<file path="src/rtl/ysyx_22041211_pkg.sv">
// Shared definitions for the NPC operand-fetch stage: register index width,
// the zero-register constant and the payload of the EXU pipeline register.
package ysyx_22041211_pkg;

    localparam int REG_IDX_W = 5;
    localparam int XLEN      = 32;

    localparam logic [REG_IDX_W-1:0] REG_ZERO = '0;

    // Contents of the one-entry pipeline register handed to the EXU.
    typedef struct packed {
        logic [XLEN-1:0]      src1;
        logic [XLEN-1:0]      src2;
        logic [REG_IDX_W-1:0] rd;
        logic                 rd_wen;
    } rr_payload_t;

    // x0 never carries a dependency, so every hazard/set path filters it out.
    function automatic logic is_nonzero(input logic [REG_IDX_W-1:0] idx);
        return idx != REG_ZERO;
    endfunction

endpackage

</file>
<file path="src/rtl/ysyx_22041211_scoreboard.sv">
// Busy scoreboard for in-flight destination registers. One bit per
// architectural register, bit 0 permanently clear. A set and a clear aimed at
// the same index in one cycle leave the bit set, because the newer writer is
// the one now in flight. Three combinational lookups serve rs1, rs2 and rd.
module ysyx_22041211_scoreboard
    import ysyx_22041211_pkg::*;
#(
    parameter int NR_REGS = 32
) (
    input  logic                          clk,
    input  logic                          rst_ni,
    input  logic                          set_en_i,
    input  logic [REG_IDX_W-1:0]          set_idx_i,
    input  logic                          clr_en_i,
    input  logic [REG_IDX_W-1:0]          clr_idx_i,
    input  logic [2:0][REG_IDX_W-1:0]     query_idx_i,
    output logic [2:0]                    query_busy_o
);

    logic [NR_REGS-1:0] busy_q;
    logic [NR_REGS-1:0] busy_d;

    // Next busy vector: clear first, then set, so a coincident set wins.
    always_comb begin
        busy_d = busy_q;
        if (clr_en_i && is_nonzero(clr_idx_i)) begin
            busy_d[clr_idx_i] = 1'b0;
        end
        if (set_en_i && is_nonzero(set_idx_i)) begin
            busy_d[set_idx_i] = 1'b1;
        end
        busy_d[0] = 1'b0;
    end

    // Busy state register; reset empties the scoreboard at once.
    always_ff @(posedge clk or negedge rst_ni) begin
        if (!rst_ni) begin
            busy_q <= '0;
        end else begin
            busy_q <= busy_d;
        end
    end

    generate
        for (genvar gi = 0; gi < 3; gi++) begin : g_query
            assign query_busy_o[gi] = busy_q[query_idx_i[gi]];
        end
    endgenerate

endmodule

</file>
<file path="src/rtl/ysyx_22041211_reg_read_stage.sv">
// Operand-fetch stage between IDU and EXU. Drives register-file read
// addresses, stalls on RAW/WAW hazards against the busy scoreboard, and
// registers operands into a one-entry pipeline register for the EXU.
// Optional feature macro: RR_WB_BYPASS_EN forwards the committing writeback
// value straight into the operand and lifts the hazard in that same cycle.
// Without it, the instruction waits one cycle and reads the freshly written
// register file.
module ysyx_22041211_reg_read_stage
    import ysyx_22041211_pkg::*;
#(
    parameter int DATA_WIDTH = 32,
    parameter int NR_REGS    = 32
) (
    input  logic                   clk,
    input  logic                   rst,
    input  logic                   in_valid,
    output logic                   in_ready,
    input  logic [REG_IDX_W-1:0]   in_rs1,
    input  logic [REG_IDX_W-1:0]   in_rs2,
    input  logic                   in_use_rs1,
    input  logic                   in_use_rs2,
    input  logic [REG_IDX_W-1:0]   in_rd,
    input  logic                   in_rd_wen,
    output logic [REG_IDX_W-1:0]   rf_rsc1,
    output logic [REG_IDX_W-1:0]   rf_rsc2,
    input  logic [DATA_WIDTH-1:0]  rf_rdata1,
    input  logic [DATA_WIDTH-1:0]  rf_rdata2,
    input  logic                   wb_en,
    input  logic [REG_IDX_W-1:0]   wb_rd,
    input  logic [DATA_WIDTH-1:0]  wb_data,
    output logic                   out_valid,
    input  logic                   out_ready,
    output logic [DATA_WIDTH-1:0]  out_src1,
    output logic [DATA_WIDTH-1:0]  out_src2,
    output logic [REG_IDX_W-1:0]   out_rd,
    output logic                   out_rd_wen
);

    logic [2:0][REG_IDX_W-1:0] query_idx;
    logic [2:0]                query_busy;
    logic                      hit_rs1;
    logic                      hit_rs2;
    logic                      hit_rd;
    logic                      haz_rs1;
    logic                      haz_rs2;
    logic                      haz_waw;
    logic                      stall;
    logic                      fire;
    logic                      rd_writes;
    logic [DATA_WIDTH-1:0]     src1_sel;
    logic [DATA_WIDTH-1:0]     src2_sel;
    rr_payload_t               payload_d;
    rr_payload_t               payload_q;
    logic                      out_valid_q;

    assign rf_rsc1 = in_rs1;
    assign rf_rsc2 = in_rs2;

    assign query_idx = {in_rd, in_rs2, in_rs1};

    ysyx_22041211_scoreboard #(
        .NR_REGS (NR_REGS)
    ) u_scoreboard (
        .clk          (clk),
        .rst_ni       (rst),
        .set_en_i     (fire && rd_writes),
        .set_idx_i    (in_rd),
        .clr_en_i     (wb_en),
        .clr_idx_i    (wb_rd),
        .query_idx_i  (query_idx),
        .query_busy_o (query_busy)
    );

`ifdef RR_WB_BYPASS_EN
    assign hit_rs1 = wb_en && (wb_rd == in_rs1) && is_nonzero(in_rs1);
    assign hit_rs2 = wb_en && (wb_rd == in_rs2) && is_nonzero(in_rs2);
    assign hit_rd  = wb_en && (wb_rd == in_rd)  && is_nonzero(in_rd);
`else
    assign hit_rs1 = 1'b0;
    assign hit_rs2 = 1'b0;
    assign hit_rd  = 1'b0;
`endif

    assign rd_writes = in_rd_wen && is_nonzero(in_rd);

    // Hazard detection never looks at in_valid, so in_ready is valid-independent.
    always_comb begin
        haz_rs1 = in_use_rs1 && is_nonzero(in_rs1) && query_busy[0] && !hit_rs1;
        haz_rs2 = in_use_rs2 && is_nonzero(in_rs2) && query_busy[1] && !hit_rs2;
        haz_waw = rd_writes && query_busy[2] && !hit_rd;
        stall   = haz_rs1 || haz_rs2 || haz_waw;
    end

    assign in_ready = (!out_valid_q || out_ready) && !stall;
    assign fire     = in_valid && in_ready;

    // Operand select: unused or x0 sources read as zero, then bypass, then RF.
    always_comb begin
        src1_sel = '0;
        src2_sel = '0;
        if (in_use_rs1 && is_nonzero(in_rs1)) begin
            src1_sel = hit_rs1 ? wb_data : rf_rdata1;
        end
        if (in_use_rs2 && is_nonzero(in_rs2)) begin
            src2_sel = hit_rs2 ? wb_data : rf_rdata2;
        end
        payload_d.src1   = XLEN'(src1_sel);
        payload_d.src2   = XLEN'(src2_sel);
        payload_d.rd     = in_rd;
        payload_d.rd_wen = rd_writes;
    end

    // EXU pipeline register: load on fire, drain on out_ready, hold otherwise.
    always_ff @(posedge clk or negedge rst) begin
        if (!rst) begin
            payload_q   <= '0;
            out_valid_q <= 1'b0;
        end else if (fire) begin
            payload_q   <= payload_d;
            out_valid_q <= 1'b1;
        end else if (out_ready) begin
            out_valid_q <= 1'b0;
        end
    end

    assign out_valid  = out_valid_q;
    assign out_src1   = DATA_WIDTH'(payload_q.src1);
    assign out_src2   = DATA_WIDTH'(payload_q.src2);
    assign out_rd     = payload_q.rd;
    assign out_rd_wen = payload_q.rd_wen;

endmodule

</file>
<file path="config.mk">
export PLATFORM = sky130hd
export DESIGN_NAME = ysyx_22041211_reg_read_stage
export DESIGN_NICKNAME = d
export VERILOG_FILES = /design/src/rtl/ysyx_22041211_pkg.sv /design/src/rtl/ysyx_22041211_scoreboard.sv /design/src/rtl/ysyx_22041211_reg_read_stage.sv
export SDC_FILE = /design/constraint.sdc
export NUM_CORES = 1
export LEC_CHECK = 0
export BUFFER_PORTS_ARGS = -buffer_cell sky130_fd_sc_hd__buf_4
export CAP_MARGIN = 20
export CELL_PAD_IN_SITES_DETAIL_PLACEMENT = 1
export CELL_PAD_IN_SITES_GLOBAL_PLACEMENT = 2
export CORE_ASPECT_RATIO = 0.5
export CORE_MARGIN = 2
export CORE_UTILIZATION = 27
export DETAILED_ROUTE_END_ITERATION = 8
export GPL_TIMING_DRIVEN = 0
export HOLD_SLACK_MARGIN = 0.12
export MAX_ROUTING_LAYER = met4
export PLACE_DENSITY_LB_ADDON = 0.1
export SLEW_MARGIN = 0
export SYNTH_ARGS = -nofsm -noshare
export SYNTH_HDL_FRONTEND = slang
export SYNTH_SLANG_ARGS = --single-unit
</file>
<file path="constraint.sdc">
create_clock -name clk -period 2.69 [get_ports clk]
set_clock_uncertainty 0.2 [all_clocks]
set_input_delay 0.1345 -clock clk [delete_from_list [all_inputs] [get_ports clk]]
set_output_delay 0.1345 -clock clk [all_outputs]
set_load 0.1 [all_outputs]
</file>
* Word level (Yosys, flattened, before mapping)
Index checks and enable logic that the tools add are counted.
Operators by class: reductions and logical operators 23, magnitude comparators 6, shifts and indexed selects 0, equality and inequality tests 0, add/sub/neg operators 0, muxes and demuxes 16, bitwise logic cells 3, multiply operators 0, divide/modulo/power cells 0
Operator list (count):
- $mux 32 | 4
- $and 32x32->32 | 1
- $not 32->32 | 1
- $or 32x32->32 | 1
- $lt 5x6->1 const B | 4
- $reduce_bool 5->1 | 4
- $bmux 1 s5 | 3
- $logic_and 1x1->1 | 13
- $demux 1 s5 | 2
- $ge 5x1->1 const B | 2
- $mux 1 | 7
- $logic_or 1x1->1 | 3
- $logic_not 1->1 | 2
- $reduce_bool 2->1 | 1
Storage, ports and cells: bits in read-only memories 0, word-level logic and storage cells 54, input bits 124, output and inout port bits 82, memory bits (writable) 0, register bits 102, memories kept 0, bits in latches 0

* Logic depth before layout (Yosys ltp)
depth after elaboration 11, gate-level depth with buffers 11, mapped depth without buffers 7

* Modules after synthesis
Synthesis repeated with hierarchy kept, for this count alone.
Second synthesis, totals: cells, all modules 550, area total of the unflattened synthesis 5441.5 sq um
Modules (own cells, without submodules):
- ysyx_22041211_reg_read_stage | area an instance 3286.9 sq um, times used 1, cells an instance 314
- ysyx_22041211_scoreboard | area an instance 2154.6 sq um, times used 1, cells an instance 236

* Least setup slack after synthesis
No wires, ideal clock.
path kind input -> register, start point input in_rd[0], end point register payload_q, in the netlist out_src1[22], stages 10, arrival time 3.143 ns, library setup time 0.066 ns, data required time 2.424 ns, slack -0.720 ns, path through buf_2 clkbuf_1 mux2i_1 o22ai_1 o31ai_1 nand3_1 a2111oi_4 clkbuf_1 nand4_1 a21bo_2
Between the ends: cells in the longest elaborated chain, start to end 7, elaborated cells between the ends (all ways) 9, those cells by class 2 x mux; 7 x reduce/logical
RTL lines:
- from (decl) | line ysyx_22041211_reg_read_stage.sv:22 | input logic [REG_IDX_W-1:0] in_rd,
- $bmux 1 s5 / $reduce_bool 5->1 (equally long branches) | line ysyx_22041211_scoreboard.sv:46, ysyx_22041211_pkg.sv:20
- $mux 1 (not written as such) / $logic_and 1x1->1 (equally long branches) | line ysyx_22041211_scoreboard.sv:46, ysyx_22041211_reg_read_stage.sv:84
- $logic_and 1x1->1 (*) | line ysyx_22041211_reg_read_stage.sv:90 | haz_waw = rd_writes && query_busy[2] && !hit_rd;
- $logic_or 1x1->1 (*) | line ysyx_22041211_reg_read_stage.sv:91 | stall = haz_rs1 || haz_rs2 || haz_waw;
- $logic_not 1->1 (*) | line ysyx_22041211_reg_read_stage.sv:94 | assign in_ready = (!out_valid_q || out_ready) && !stall;
- $logic_and 1x1->1 (*) | line ysyx_22041211_reg_read_stage.sv:94
- net in_ready | line ysyx_22041211_reg_read_stage.sv:17 | output logic in_ready,
- $logic_and 1x1->1 (*) | line ysyx_22041211_reg_read_stage.sv:95 | assign fire = in_valid && in_ready;
- to (signal assigned) | line ysyx_22041211_reg_read_stage.sv:119 | payload_q <= payload_d;
- to (decl) | line ysyx_22041211_reg_read_stage.sv:53 | rr_payload_t payload_q;
The timed path passes the listed nets; every way through them passes the cells marked *. The select of a mux whose other input is x is not followed. A chain may end at the register's enable or synchronous reset.

* Final worst setup path
start point register u_scoreboard.busy_q[13], end point register u_scoreboard.busy_q[7]
Between the ends: cells in the longest elaborated chain, start to end 11, elaborated cells between the ends (all ways) 17, those cells by class 7 x mux; 10 x reduce/logical
RTL lines:
- from (decl) | line ysyx_22041211_scoreboard.sv:20 | logic [NR_REGS-1:0] busy_q;
- from (signal assigned) | line ysyx_22041211_scoreboard.sv:40 | busy_q <= busy_d;
- $bmux 1 s5 | line ysyx_22041211_scoreboard.sv:46 | assign query_busy_o[gi] = busy_q[query_idx_i[gi]];
- $mux 1 (not written as such) | line ysyx_22041211_scoreboard.sv:46
- $logic_and 1x1->1 (on tied branches) | line ysyx_22041211_reg_read_stage.sv:88, ysyx_22041211_reg_read_stage.sv:89
- $logic_or 1x1->1 | line ysyx_22041211_reg_read_stage.sv:91
- $logic_or 1x1->1 (*) | line ysyx_22041211_reg_read_stage.sv:91
- $logic_not 1->1 (*) | line ysyx_22041211_reg_read_stage.sv:94
- $logic_and 1x1->1 (*) | line ysyx_22041211_reg_read_stage.sv:94
- $logic_and 1x1->1 (*) | line ysyx_22041211_reg_read_stage.sv:95
- $logic_and 1x1->1 (*) | line ysyx_22041211_reg_read_stage.sv:66 | .set_en_i (fire && rd_writes),
- $logic_and 1x1->1 (*) | line ysyx_22041211_scoreboard.sv:29 | if (set_en_i && is_nonzero(set_idx_i)) begin
- $mux 32 (*) | line ysyx_22041211_scoreboard.sv:29
- net u_scoreboard.busy_d[7] | line ysyx_22041211_scoreboard.sv:21 | logic [NR_REGS-1:0] busy_d;
Marked as above.

==> impl_metrics.csv <==
group,metric,value,unit
run_status,outcome,"finished with violations",
run_status,violations,"negative setup slack",
cts,cts_root_buf,"clkbuf_16",
power,p_leak,4.088,nW
detailed_routing,drt_wl_total,19.90,mm
power,vdd_ir_drop_max,0.5219,mV
final_layout,nets,890,
cts,cts_num_sinks,102,
power,power.internal,0.003450,W
power,swShare,47.90,%
power,clkPwrFrac,19.7,%
final_layout,final_common_cell,"buf_4",
sta,finalSetupViolCount,100,
critical_path,worstPathRequired,2.73,ns
power,powerDensity,761.4,nW/um^2
critical_path,setup.worst_path.end_class,"flop",
detailed_routing,viasPerCell,4.864,
flow_run,maxCapViolCount,0,
die,dieWidth,204.1,um
critical_path,critPathTopFamily,"compound AO/OA/AOI/OAI gates",
sta,fmax,0.3400,GHz
cts,insertion_delay,0.35,ns
global_route,grt_overflow,0,
die,dieArea,21240,sq um
final_layout,fillerInstances,2164,
power,pwr-share-comb,49.6,%
sta,setup_ws,-0.2511,ns
synthesis,async_reset_ff_share,100.0,%
cts,clk_pin_slew,0.08,ns
synthesis,synth_cells,496,
placed_design,portBuffers,171,
placed_design,post-dp-hpwl,13.80,mm
sta,finalHoldViolCount,0,
critical_path,cp_max_fo,10,
die,io_pins,206,
sta,slew_violations,0,
detailed_routing,drc,0,
synthesis,syn-cell-area,5408,sq um
critical_path,critPathMaxStageDelay,0.48,ns
final_layout,diodes,0,
power,seqPwrFrac,30.7,%
critical_path,path_cells,"mux4_2 > mux2i_2 > nor2b_1 > o311a_1 > a2111oi_4 > buf_6 > nand2_4 > buf_12 > buf_8 > o31ai_2",
sta,timing.final.crit_share,109.3,%
die,core_area,19550,sq um
global_route,grt_pass1_wl,31.28,mm
critical_path,critPathKind,"flop to flop",
final_layout,layout-drive-gt1-share,42.15,%
synthesis,ys_types,41,
sta,slew_headroom,42.75,%
synthesis,synthFlopType,"dfrtp_1",
cts,clockBufferDepth,2,
final_layout,final_area,8696,sq um
synthesis,ys_ff_latch,102,
global_route,grt_pass1_vias,5505,
synthesis,synth_edf_count,0,
cts,cts_buffers,9,
sta,min_period,2.941,ns
critical_path,worst-path-buf-inv,3,
critical_path,crit_arrival,2.98,ns
sta,rsz0062_at_grt,"true",
die,initial_utilization,27.66,%
sta,tightest_slew,0.8588,ns
global_route,antenna_found_initial,0,
global_route,grt_max_degree,71,
die,rows,36,
power,report.power.total,0.006621,W
critical_path,cpMaxStageDelayCell,"mux4_2",
synthesis,synth_warnings,0,
cts,h-tree-depth,3,
critical_path,start_kind,"flop",
final_layout,area_delta_synth_final,60.81,%
synthesis,synth_seq_area_share,47.20,%
detailed_routing,drt_iter0_markers,121,
power,p_sw,0.003172,W
detailed_routing,wl_per_cell,19.19,um
detailed_routing,drt_first_pass_iters,4,
sta,whs,0.1264,ns
synthesis,syn_nets,620,
global_route,grt_usage,19.33,%
die,fp.dieH,104.1,um
placed_design,dp_cells,934,
detailed_routing,antenna_left,0,
placed_design,dp_slack,-0.8605,ns
synthesis,syn_area_per_cell,10.90,sq um
placed_design,place.gp.congestion,0.8055,
placed_design,placed_area,7103,sq um
detailed_routing,vias,5044,
worst_hold_path,hold_class,"input port to flop",
final_layout,layoutNonFillerInstCount,1037,
final_layout,layout_common_cells,"buf_4 (187), dfrtp_1 (102), dlygate4sd3_1 (76)",
cts,cts_tree,"built",
## sequential cells by signal, summed over array words and instances (netlist names)
name / flops
out_src1: 32
out_src2: 32
u_scoreboard.busy_q: 31
out_rd: 5
out_rd_wen: 1
out_valid: 1
## cell usage after synthesis, drive strengths merged, types with 2 or more instances
cell type,number,share of area (%)
a2111oi,2,0.67
a21bo,32,5.9
a21oi,2,0.19
a221oi,2,0.32
buf,24,2.6
clkbuf,23,1.6
dfrtp,102,47
inv,34,2.4
mux2,12,2.5
mux2i,51,9.4
mux4,11,4.6
nand2,38,2.6
nand2b,5,0.58
nand3,5,0.46
nand3b,11,1.5
nand4,32,3.7
nor2b,8,0.93
nor3b,3,0.42
nor4b,2,0.32
o211ai,2,0.28
o21ai,32,3.0
o22ai,6,0.69
o31ai,33,4.6
o41ai,2,0.32
or3,3,0.35
or3b,7,1.1
## metal layers
layer | vias up | GRT usage (%) | wire [um]
li1 | 2357 | - | -
met1 | 2580 | 24.09 | 8884
met2 | 93 | 32.86 | 9971
met3 | 14 | 3.947 | 876
met4 | 0 | 3.261 | 169
met5 | - | - | 0
## path summary, 6_finish.rpt
check	depth (start not counted)	end	startpoint	slack, ns
setup / recovery	10	u_scoreboard.busy_q[7]	u_scoreboard.busy_q[13]	-0.25
setup reg to reg	10	u_scoreboard.busy_q[7]	u_scoreboard.busy_q[13]	-0.25
max in group asynchronous	4	u_scoreboard.busy_q[19]	rst	1.26
min in group asynchronous	4	out_src2[25]	rst	0.65
hold reg to reg	1	out_src1[1]	out_src1[1]	0.29
hold / removal	3	out_src1[0]	in_valid	0.13
## power by group through the flow
stage	clock network, W	registers [W]	logic (W)
3_3_place_gp	0	0.00205	0.00298
5_1_grt	0.00141	0.00207	0.00343
2_1_floorplan	0	0.00353	0.000721
6_report	0.00130	0.00203	0.00329
3_5_place_dp	0	0.00206	0.00300
4_1_cts	0.00135	0.00203	0.00325
## cell type report
| type | instances | area (sq um) | area share (%) |
|---|---|---|---|
| multi-input cells | 313 | 2763 | 31.77 |
| flip-flops and latches | 102 | 2552 | 29.35 |
| repair buffers | 259 | 2212 | 25.44 |
| plain buffers | 47 | 419.2 | 4.820 |
| well taps | 266 | 332.8 | 3.827 |
| clock buffers | 10 | 239.0 | 2.748 |
| inverters | 34 | 127.6 | 1.468 |
| clock inverters | 6 | 50.05 | 0.5755 |
## tightest hold or removal path, cell delays in order
cell	delay, ns
buf_1	0.18
nand4_1	0.11
a21bo_2	0.21
## logic make-up after synthesis
group	after synthesis	share of synthesized area [%]
AO/OA/AOI/OAI	121	17.24
AND/OR/NAND/NOR	118	12.47
flip-flops	102	47.20
buffers and inverters	81	6.571
multiplexers	74	16.52
## through the flow
stage | utilization (%) | TNS, ns
floorplan | - | -3.135
global placement | 36.18 | -84.28
detailed placement | 36.34 | -77.61
CTS | 43.64 | -17.07
global route | 44.48 | -29.63
finish | 44.48 | -15.81
## repair_timing
action | CTS | global route
endpoints found under the hold margin | 199 | 0
hold buffers | 77 | 0
resized for setup | 63 | 24
setup buffers | 6 | 2
cloned | 2 | 0
pin swaps | 4 | 0
endpoints found under the setup margin | 103 | 103
(Power assumes the default switching activity.)
